[src/rtl/blk_col_var_dly_if.sv]
// blk_col_var_dly_if: control, column stream and status bundle for the variable delay line
// master: drives ce/flush/dly_load/dly_cfg/blk_col_i/blk_col_ivalid, observes the outputs
// slave : the delay line itself; drives blk_col_o/blk_col_ovalid/cur_dly/pending
interface blk_col_var_dly_if #(
    parameter int DATA_W  = 32,
    parameter int MAX_DLY = 8
);
    localparam int AW = $clog2(MAX_DLY + 1);
    logic              ce;
    logic              flush;
    logic              dly_load;
    logic [AW-1:0]     dly_cfg;
    logic [DATA_W-1:0] blk_col_i;
    logic              blk_col_ivalid;
    logic [DATA_W-1:0] blk_col_o;
    logic              blk_col_ovalid;
    logic [AW-1:0]     cur_dly;
    logic              pending;
    modport master (
        output ce, flush, dly_load, dly_cfg, blk_col_i, blk_col_ivalid,
        input  blk_col_o, blk_col_ovalid, cur_dly, pending
    );
    modport slave (
        input  ce, flush, dly_load, dly_cfg, blk_col_i, blk_col_ivalid,
        output blk_col_o, blk_col_ovalid, cur_dly, pending
    );
endinterface

[src/rtl/blk_col_var_dly.sv]
// blk_col_var_dly: runtime-programmable delay line for block columns with stall, flush and drain status
// clk, rst : clock and asynchronous active-high reset
// io_col   : slave side of blk_col_var_dly_if (controls, column in/out, cur_dly, pending)
module blk_col_var_dly #(
    parameter int DATA_W  = 32,
    parameter int MAX_DLY = 8,
    parameter int DEF_DLY = 1
) (
    input logic             clk,
    input logic             rst,
    blk_col_var_dly_if.slave io_col
);
    localparam int AW = $clog2(MAX_DLY + 1);
    logic [DATA_W-1:0] r_data [MAX_DLY];
    logic [MAX_DLY-1:0] r_vld;
    logic [AW-1:0]      r_cur_dly;
    logic [MAX_DLY:0]   w_vld_ext;
    logic [AW-1:0]      w_dly_clamp;
    logic [DATA_W-1:0]  w_col_o;
    logic               w_vld_o;
    logic               w_pending;
    assign w_vld_ext   = {r_vld, io_col.blk_col_ivalid};
    assign w_dly_clamp = io_col.dly_cfg == '0 ? AW'(1) :
                         io_col.dly_cfg > AW'(MAX_DLY) ? AW'(MAX_DLY) : io_col.dly_cfg;
    // data is qualified only by the valid bits, so flush/load leave it shifting normally
    always_ff @(posedge clk or posedge rst) begin
        if (rst) begin
            for (int k = 0; k < MAX_DLY; k++) r_data[k] <= '0;
        end else if (io_col.ce) begin
            r_data[0] <= io_col.blk_col_i;
            for (int k = 1; k < MAX_DLY; k++) r_data[k] <= r_data[k-1];
        end
    end
    // a delay change drops everything in flight so no column is duplicated or skipped
    always_ff @(posedge clk or posedge rst) begin
        if (rst) begin
            r_vld     <= '0;
            r_cur_dly <= AW'(DEF_DLY);
        end else begin
            if (io_col.dly_load) r_cur_dly <= w_dly_clamp;
            if (io_col.flush || io_col.dly_load) r_vld <= '0;
            else if (io_col.ce) r_vld <= w_vld_ext[MAX_DLY-1:0];
        end
    end
    // tap select and drain status only look at the stages inside the active delay
    always_comb begin
        w_col_o   = '0;
        w_vld_o   = 1'b0;
        w_pending = 1'b0;
        for (int k = 0; k < MAX_DLY; k++) begin
            if (r_cur_dly == AW'(k + 1)) begin
                w_col_o = r_data[k];
                w_vld_o = r_vld[k];
            end
            if (AW'(k) < r_cur_dly) w_pending = w_pending | r_vld[k];
        end
    end
    assign io_col.blk_col_o      = w_col_o;
    assign io_col.blk_col_ovalid = io_col.ce & w_vld_o;
    assign io_col.cur_dly        = r_cur_dly;
    assign io_col.pending        = w_pending;
endmodule

[src/flat_wrapper.sv]
// flat-port wrapper written by rule: the top's interface ports become plain ports
module blk_col_var_dly_flat 
#(
    parameter int DATA_W  = 32,
    parameter int MAX_DLY = 8,
    parameter int DEF_DLY = 1
)
  (clk, rst, io_col_ce, io_col_flush, io_col_dly_load, io_col_dly_cfg, io_col_blk_col_i, io_col_blk_col_ivalid, io_col_blk_col_o, io_col_blk_col_ovalid, io_col_cur_dly, io_col_pending);
  blk_col_var_dly_if #(.DATA_W(DATA_W), .MAX_DLY(MAX_DLY)) io_col_i ();
  input logic clk;
  input logic rst;
  input wire logic [$bits(io_col_i.ce)-1:0] io_col_ce;
  input wire logic [$bits(io_col_i.flush)-1:0] io_col_flush;
  input wire logic [$bits(io_col_i.dly_load)-1:0] io_col_dly_load;
  input wire logic [$bits(io_col_i.dly_cfg)-1:0] io_col_dly_cfg;
  input wire logic [$bits(io_col_i.blk_col_i)-1:0] io_col_blk_col_i;
  input wire logic [$bits(io_col_i.blk_col_ivalid)-1:0] io_col_blk_col_ivalid;
  output wire logic [$bits(io_col_i.blk_col_o)-1:0] io_col_blk_col_o;
  output wire logic [$bits(io_col_i.blk_col_ovalid)-1:0] io_col_blk_col_ovalid;
  output wire logic [$bits(io_col_i.cur_dly)-1:0] io_col_cur_dly;
  output wire logic [$bits(io_col_i.pending)-1:0] io_col_pending;
  assign io_col_i.ce = io_col_ce;
  assign io_col_i.flush = io_col_flush;
  assign io_col_i.dly_load = io_col_dly_load;
  assign io_col_i.dly_cfg = io_col_dly_cfg;
  assign io_col_i.blk_col_i = io_col_blk_col_i;
  assign io_col_i.blk_col_ivalid = io_col_blk_col_ivalid;
  assign io_col_blk_col_o = io_col_i.blk_col_o;
  assign io_col_blk_col_ovalid = io_col_i.blk_col_ovalid;
  assign io_col_cur_dly = io_col_i.cur_dly;
  assign io_col_pending = io_col_i.pending;
  blk_col_var_dly #(.DATA_W(DATA_W), .MAX_DLY(MAX_DLY), .DEF_DLY(DEF_DLY)) u_core (.clk(clk), .rst(rst), .io_col(io_col_i));
endmodule
[config.mk]
export PLATFORM = sky130hd
export DESIGN_NAME = blk_col_var_dly_flat
export DESIGN_NICKNAME = d
export VERILOG_FILES = /design/src/rtl/blk_col_var_dly_if.sv /design/src/rtl/blk_col_var_dly.sv /design/src/flat_wrapper.sv
export SDC_FILE = /design/constraint.sdc
export NUM_CORES = 1
export LEC_CHECK = 0
export ABC_AREA = 1
export CELL_PAD_IN_SITES_DETAIL_PLACEMENT = 1
export CELL_PAD_IN_SITES_GLOBAL_PLACEMENT = 1
export CORE_ASPECT_RATIO = 1.2
export CORE_MARGIN = 2
export CORE_UTILIZATION = 44
export DETAILED_ROUTE_END_ITERATION = 8
export PLACE_DENSITY = 0.87
export REMOVE_ABC_BUFFERS = 1
export SLEW_MARGIN = 5
export SYNTH_ARGS = -nofsm -noshare
export SYNTH_HDL_FRONTEND = slang
export SYNTH_SLANG_ARGS = --single-unit
[constraint.sdc]
create_clock -name clk -period 17.6 [get_ports clk]
set_input_delay 3.52 -clock clk [delete_from_list [all_inputs] [get_ports clk]]
set_output_delay 3.52 -clock clk [all_outputs]
set_load 0.03 [all_outputs]
; ---- After elaboration in Yosys (flattened, before gate mapping)
; Index checks and enable logic that the tools add are counted.
[totals]
in_bits = 42
output_inout_bits = 38
ff_bits = 268
elab_cells = 66
[op_classes]
order_cmp = 9
mux = 28
bitwise_logic = 8
n_eq_ne = 8
n_reduce_logical = 3
[op_table]
columns = operator, n
row1 = $mux W32, 8
row2 = $eq A4 B3 Y1 const B, 4
row3 = $lt A3 B4 Y1 const A, 4
row4 = $mux W1, 16
row5 = $mux W8, 2
row6 = $eq A4 B2 Y1 const B, 2
row7 = $lt A1 B4 Y1 const A, 2
row8 = $lt A2 B4 Y1 const A, 2
row9 = $mux W4, 2
row10 = $or A1 B1 Y1, 7
row11 = $eq A4 B1 Y1 const B, 1
row12 = $eq A4 B4 Y1 const B, 1
row13 = $gt A4 B4 Y1 const B, 1
row14 = $logic_not A4 Y1, 1
row15 = $reduce_bool A2 Y1, 1
row16 = $and A1 B1 Y1, 1
row17 = $logic_or A1 B1 Y1, 1

; ---- Depth between registers and ports, before layout
; Gate-level depths: netlist of the first run.
[logic_depth]
ltp_word = 16
depth_mapped = 11
ltp_nobuf = 10

; ---- Least setup slack after synthesis of the first run
; No wires, ideal clock.
[synth_path]
path_type = in2out
start = input port io_col_ce
end = output port io_col_blk_col_ovalid
path_slack_ps = 9709
cell_stages = 7
path_buffers = 3
arrival_ps = 4371
required_ps = 14080
path_cell_list = buf_2 > buf_2 > buf_2 > o21ai_0 > inv_1 > nand2_1 > inv_1
[synth_between]
elab_chain_cells = 1
[synth_lines]
columns = element, line
row1 = "start, declared", flat_wrapper.sv:12  ; input wire logic [$bits(io_col_i.ce)-1:0] io_col_ce;
row2 = $and A1 B1 Y1, blk_col_var_dly.sv:59  ; assign io_col.blk_col_ovalid = io_col.ce & w_vld_o;
row3 = "end, declared", flat_wrapper.sv:19  ; output wire logic [$bits(io_col_i.blk_col_ovalid)-1:0] io_col_blk_col_ovalid;
; Every way passes these cells.

; ---- Worst setup path after layout of the first run
; Ends and elaborated chain as after synthesis.

==> impl_metrics.tcl, run 1 <==
set metrics [dict create \
    outcome "finished, final reports clean" \
    worstMarginPinSlew_ns 1.07 \
    grt_use_total 0.233 \
    postCtsHoldBufs 0 \
    clk_pin_slew_ns 0.06 \
    cpLargestDelayFamily "buffers and inverters" \
    die_area_um2 28500 \
    ys_seq_area_frac 0.562 \
    hold_ws_ns 0.492 \
    num_rows 66 \
    fin_ws_ns 9.07 \
    rsz0062_at_grt "no" \
    cp.required_ns 14.08 \
    fill_cells 3206 \
    synth_cell_type_count 23 \
    coreArea_um2 26900 \
    slew_headroom 0.289 \
    multi_input_area_um2 4210 \
    worstSkewPairLatency_ns 0.54 \
    grt_max_degree 253 \
    critPathLaunchType "input pin" \
    cp_common_cell "inv_1" \
    syn_to_final_growth_pct 15.3 \
    ant_nets 0 \
    power_density_nw_per_um2 116 \
    setup_tns_ns 0 \
    skew_ns 0.00904 \
    place_hpwl_um 18300 \
    post_cts_resized 0 \
    firstDrtPassIters 4 \
    n_antenna_cell 0 \
    hold_class "reg -> reg" \
    drive_gt1_frac 0.0529 \
    cp_data_arrival_time_ns 5.01 \
    layout_common_cells "278 x nand2_1, 267 x dfrtp_1, 194 x nor2_1" \
    leakage_nw 6.26 \
    hold_violations 0 \
    slew_violations 0 \
    start_util 0.443 \
    whs_path_depth 1 \
    path_max_fanout 89 \
    ir_drop_uv 70.8 \
    setup.worst_path.end_class "output pin" \
    netlist_area_um2 11900 \
    htree_levels 1 \
    final_cells 1833 \
    numCtsBuffers 28 \
    setup_viol 0 \
    clock_tree.root_cell "clkbuf_16" \
    cpMaxStageDelayCell "clkdlybuf4s50_1" \
    gp_congestion 0.761 \
    path_buf_inv 4 \
    ff2ff_path_depth 2 \
    cpPeakStageDelay_ns 0.66 \
    postCtsSetupBuffers 0 \
    ys_warn_count 0 \
    cts_tree "built" \
    crit_path_cell_trace "buf_8, o21ai_0, inv_1, nand2_1, inv_1, clkdlybuf4s50_1" \
    antenna_found_initial 0 \
    nets 1514 \
    cap_violations 0 \
    synthCells 1444 \
    vias 9840 \
    wl_um 32200 \
    grt_pass1_wl_um 53400 \
    fmax_mhz 117 \
    critPathKind "in -> out" \
    overflow 0 \
    period_share 0.485 \
    path_depth 6 \
    route.detailed.drc 0 \
    cts.sinks 268 \
    pre_cts_ws_ns 9.11 \
    die_x_um 154 \
    grt_pass1_vias 10562 \
    drt_iter0_drc 534 \
    placedCellCount 1782 \
    cts_buffer_depth 3 \
    io_buffers 79 \
    post_drt_wl_per_cell_um 17.6 \
    io_pins 80 \
    vias_per_cell 5.37 \
    die_h_um 184 \
    layout_commonest_cell "nand2_1" \
    fin_crit_ns 8.53 \
    syn_avg_cell_area_um2 8.27 \
    regArea_um2 6710 \
    ys_ff_latch 268 \
]
## kinds of logic (layout without fill, tap and decap cells)
family,after synthesis,in the layout,share of synthesized area
AO/OA/AOI/OAI,277,277,0.117
flip-flops,268,268,0.562
AND/OR/NAND/NOR,651,651,0.233
buffers and inverters,245,294,0.0852
multiplexers,3,3,0.00283
## flip-flops by register name, summed over array words and instances (netlist names)
signal / cells
u_core.io_col.cur_dly: 4
u_core.r_data: 256
u_core.r_vld: 8
## per-layer routing
metal  global-route usage  share of wire  vias to the layer above
met2                0.427           0.52                      169
met1                0.287           0.42                     4890
li1                     -              -                     4715
met3               0.0280          0.034                       66
met4               0.0733          0.026                        0
met5                    0              0                        -
## power by group
part | switching (mW) | leakage, nW | internal, mW
Sequential | 0.0533 | 3.15 | 0.696
Clock | 0.243 | 0.464 | 0.348
Combinational | 0.172 | 2.65 | 0.0885
## per-stage QoR
stage	util	power (mW)	area, µm²
final	0.511	1.60	13800
after global routing	0.511	1.68	13800
after CTS	0.511	1.61	13800
after detailed placement	0.477	1.02	12800
after global placement	0.477	1.00	12800
after floorplan	-	0.900	11500
## layout make-up
class,count,share of cell area
clock buffers,40,0.0615
clock inverters,11,0.00618
inverters,150,0.0415
well taps,340,0.0309
multi-input cells,931,0.306
repair buffers,93,0.0664
flip-flops and latches,268,0.487
## path summary, 6_finish.rpt
path | start | end | slack (ns)
max | io_col_ce | io_col_blk_col_ovalid | 9.07
min | u_core.r_data[12] | u_core.r_data[12] | 0.49
max reg2reg | u_core.io_col.cur_dly[0] | u_core.io_col.cur_dly[0] | 16.49
min reg2reg | u_core.r_data[12] | u_core.r_data[12] | 0.49
max in group asynchronous | rst | u_core.r_data[180] | 11.79
min in group asynchronous | rst | u_core.r_data[126] | 3.66
## cells in the mapped netlist
| cell | instances | area (µm²) |
|---|---|---|
| o22ai_1 | 3 | 18.8 |
| buf_4 | 4 | 30.0 |
| nand4_1 | 63 | 394 |
| nor2_1 | 195 | 732 |
| o21ai_0 | 7 | 35.0 |
| nand2_1 | 278 | 1040 |
| inv_1 | 144 | 541 |
| nor2_4 | 6 | 67.6 |
| o21ai_1 | 129 | 646 |
| mux2_1 | 3 | 33.8 |
| buf_2 | 66 | 330 |
| dfrtp_1 | 267 | 6680 |
| buf_1 | 7 | 26.3 |
| o211ai_1 | 1 | 7.51 |
| nor3_1 | 3 | 15.0 |
| dfstp_2 | 1 | 26.3 |
| inv_2 | 5 | 18.8 |
| nand2_2 | 1 | 6.26 |
| clkinv_1 | 1 | 3.75 |
| nand3_1 | 104 | 521 |
| nor2_2 | 1 | 6.26 |
| a21oi_1 | 137 | 686 |
| clkbuf_1 | 18 | 67.6 |
Note: power is estimated with default switching activity, not from simulation.
==> run 2, diff against run 1 <==
--- a/config.mk
+++ b/config.mk
@@ -10,9 +10,9 @@
 export CELL_PAD_IN_SITES_GLOBAL_PLACEMENT = 1
 export CORE_ASPECT_RATIO = 1.2
 export CORE_MARGIN = 2
-export CORE_UTILIZATION = 44
+export CORE_UTILIZATION = 40
 export DETAILED_ROUTE_END_ITERATION = 8
-export PLACE_DENSITY = 0.87
+export PLACE_DENSITY = 0.83
 export REMOVE_ABC_BUFFERS = 1
 export SLEW_MARGIN = 5
 export SYNTH_ARGS = -nofsm -noshare
==> constraint.sdc (replaced) <==
create_clock -name clk -period 7.5 [get_ports clk]
set_input_delay 1.5 -clock clk [delete_from_list [all_inputs] [get_ports clk]]
set_output_delay 1.5 -clock clk [all_outputs]
set_load 0.03 [all_outputs]
==> run 2 against run 1 <==
Utilization fell by 4.5 points. Clock skew up 0.00057 ns. Sequential power increased by 130%. Critical endpoint is now io_col_blk_col_o[22]. Sequential share of layout area hardly changed.
==> impl_metrics.tcl, run 2 (synthesis results as in run 1) <==
set metrics [dict create \
    ir_drop_uv 203 \
    grt_pass1_vias 10248 \
    fmax_mhz 176 \
    fill_cells 3551 \
    crit_path_cell_trace "inv_2, nor2_4, nand2_2, nor2_1, nor2_1, nand4_1, clkdlybuf4s50_1" \
    numCtsBuffers 28 \
    top_register "u_core.r_data" \
    hold_class "reg -> reg" \
    placed_area_um2 12800 \
    cp_common_cell "nor2_1" \
    worstHoldEndpoint "u_core.r_data[12]" \
    cp_data_arrival_time_ns 4.18 \
    route.detailed.drc 0 \
    postCtsHoldBufs 0 \
    critPathKind "reg -> out" \
    n_antenna_cell 0 \
    multi_input_area_um2 4230 \
    layout_common_cells "277 x nand2_1, 267 x dfrtp_1, 194 x nor2_1" \
    wl_um 31200 \
    gp_congestion 0.825 \
    setup_viol 0 \
    cts.sinks 268 \
    coreArea_um2 29500 \
    drt_iter0_drc 456 \
    rsz0062_at_grt "no" \
    slew_headroom 0.250 \
    worstMarginPinSlew_ns 1.12 \
    power_density_nw_per_um2 272 \
    path_max_fanout 34 \
    worstSkewPairLatency_ns 0.54 \
    start_util 0.404 \
    cp.required_ns 6.00 \
    skew_ns 0.00961 \
    ff2ff_path_depth 2 \
    grt_pass1_wl_um 51800 \
    place_hpwl_um 18600 \
    layout_commonest_cell "nand2_1" \
    die_h_um 193 \
    htree_levels 1 \
    r2r-start "u_core.io_col.cur_dly[0]" \
    fin_area_um2 13800 \
    num_rows 69 \
    cts_buffer_depth 3 \
    critPathLaunchType "flop" \
    hold_violations 0 \
    cts_tree "built" \
    post_cts_resized 0 \
    ant_nets 0 \
    drive_gt1_frac 0.0439 \
    whs_path_depth 1 \
    io_buffers 79 \
    antenna_found_initial 0 \
    regArea_um2 6710 \
    vias 9602 \
    post_drt_wl_per_cell_um 16.7 \
    io_pins 80 \
    total_power_mw 3.74 \
    clock_tree.root_cell "clkbuf_16" \
    die_area_um2 31200 \
    clk_pin_slew_ns 0.06 \
    cap_violations 0 \
    syn_to_final_growth_pct 15.2 \
    min_from "u_core.r_data[12]" \
    fin_util 0.466 \
    largest_reg_flops 256 \
    leakage_nw 6.20 \
    postCtsSetupBuffers 0 \
    setup.worst_path.end_class "output pin" \
    period_share 0.758 \
    vias_per_cell 5.13 \
    outcome "finished, final reports clean" \
    firstDrtPassIters 5 \
    die_x_um 162 \
    grt_use_total 0.201 \
    r2r-end "u_core.io_col.cur_dly[0]" \
    overflow 0 \
    slew_violations 0 \
    cpMaxStageDelayCell "nand2_2" \
    fin_crit_ns 5.68 \
    cpPeakStageDelay_ns 0.84 \
    grt_max_degree 280 \
    nets 1504 \
    reg2reg_slack_ns 6.41 \
]
run 2: area by class of cell:
| type | count | area share |
|---|---|---|
| sequential | 268 | 0.488 |
| multi-input combinational | 931 | 0.307 |
| timing repair buffer | 83 | 0.0619 |
| clock buffer | 40 | 0.0594 |
| inverter | 150 | 0.0415 |
| tap | 390 | 0.0355 |
| clock inverter | 9 | 0.00691 |
run 2: how the worst max path moves through the flow:
stage                                  start                        to  slack [ns]  depth (start not counted)
global placement    u_core.io_col.cur_dly[0]      io_col_blk_col_o[12]        2.50                          9
detailed placement  u_core.io_col.cur_dly[0]      io_col_blk_col_o[31]        2.33                          7
finish              u_core.io_col.cur_dly[0]      io_col_blk_col_o[22]        1.82                          7
global route        u_core.io_col.cur_dly[3]     io_col_blk_col_ovalid        1.59                          8
floorplan                                rst  u_core.io_col.cur_dly[1]       -1.38                          1
CTS                 u_core.io_col.cur_dly[0]      io_col_blk_col_o[22]        1.72                          7
run 2: metrics by stage:
step / instances / hold slack (ns) / worst slack [ns] / TNS [ns]
after floorplan: 1349 / 0.457 / -1.38 / -368.54
after global placement: 1822 / 0.470 / 2.50 / 0
after detailed placement: 1822 / 0.486 / 2.33 / 0
after CTS: 1871 / 0.500 / 1.72 / 0
after global routing: 1871 / 0.533 / 1.59 / 0
final: 1871 / 0.491 / 1.82 / 0
run 2: layer usage:
layer	up-vias	global-route usage	wire length [µm]
met5	-	0	0
met4	0	0.0482	576
met3	42	0.0206	750
met2	102	0.360	16000
met1	4750	0.262	13800
li1	4708	-	-
run 2: power breakdown:
part	leakage, nW	internal (mW)	switching [mW]	total, mW
registers	3.15	1.63	0.123	1.76
clock network	0.456	0.820	0.567	1.39
logic	2.60	0.206	0.392	0.598
total	6.20	2.66	1.08	3.74
run 2: critical path, delay by kind of cell (launching register included):
kind / cells / cell delay [ns]
simple gates: 5 / 2.17
flops: 1 / 0.68
buf+inv: 2 / 0.79
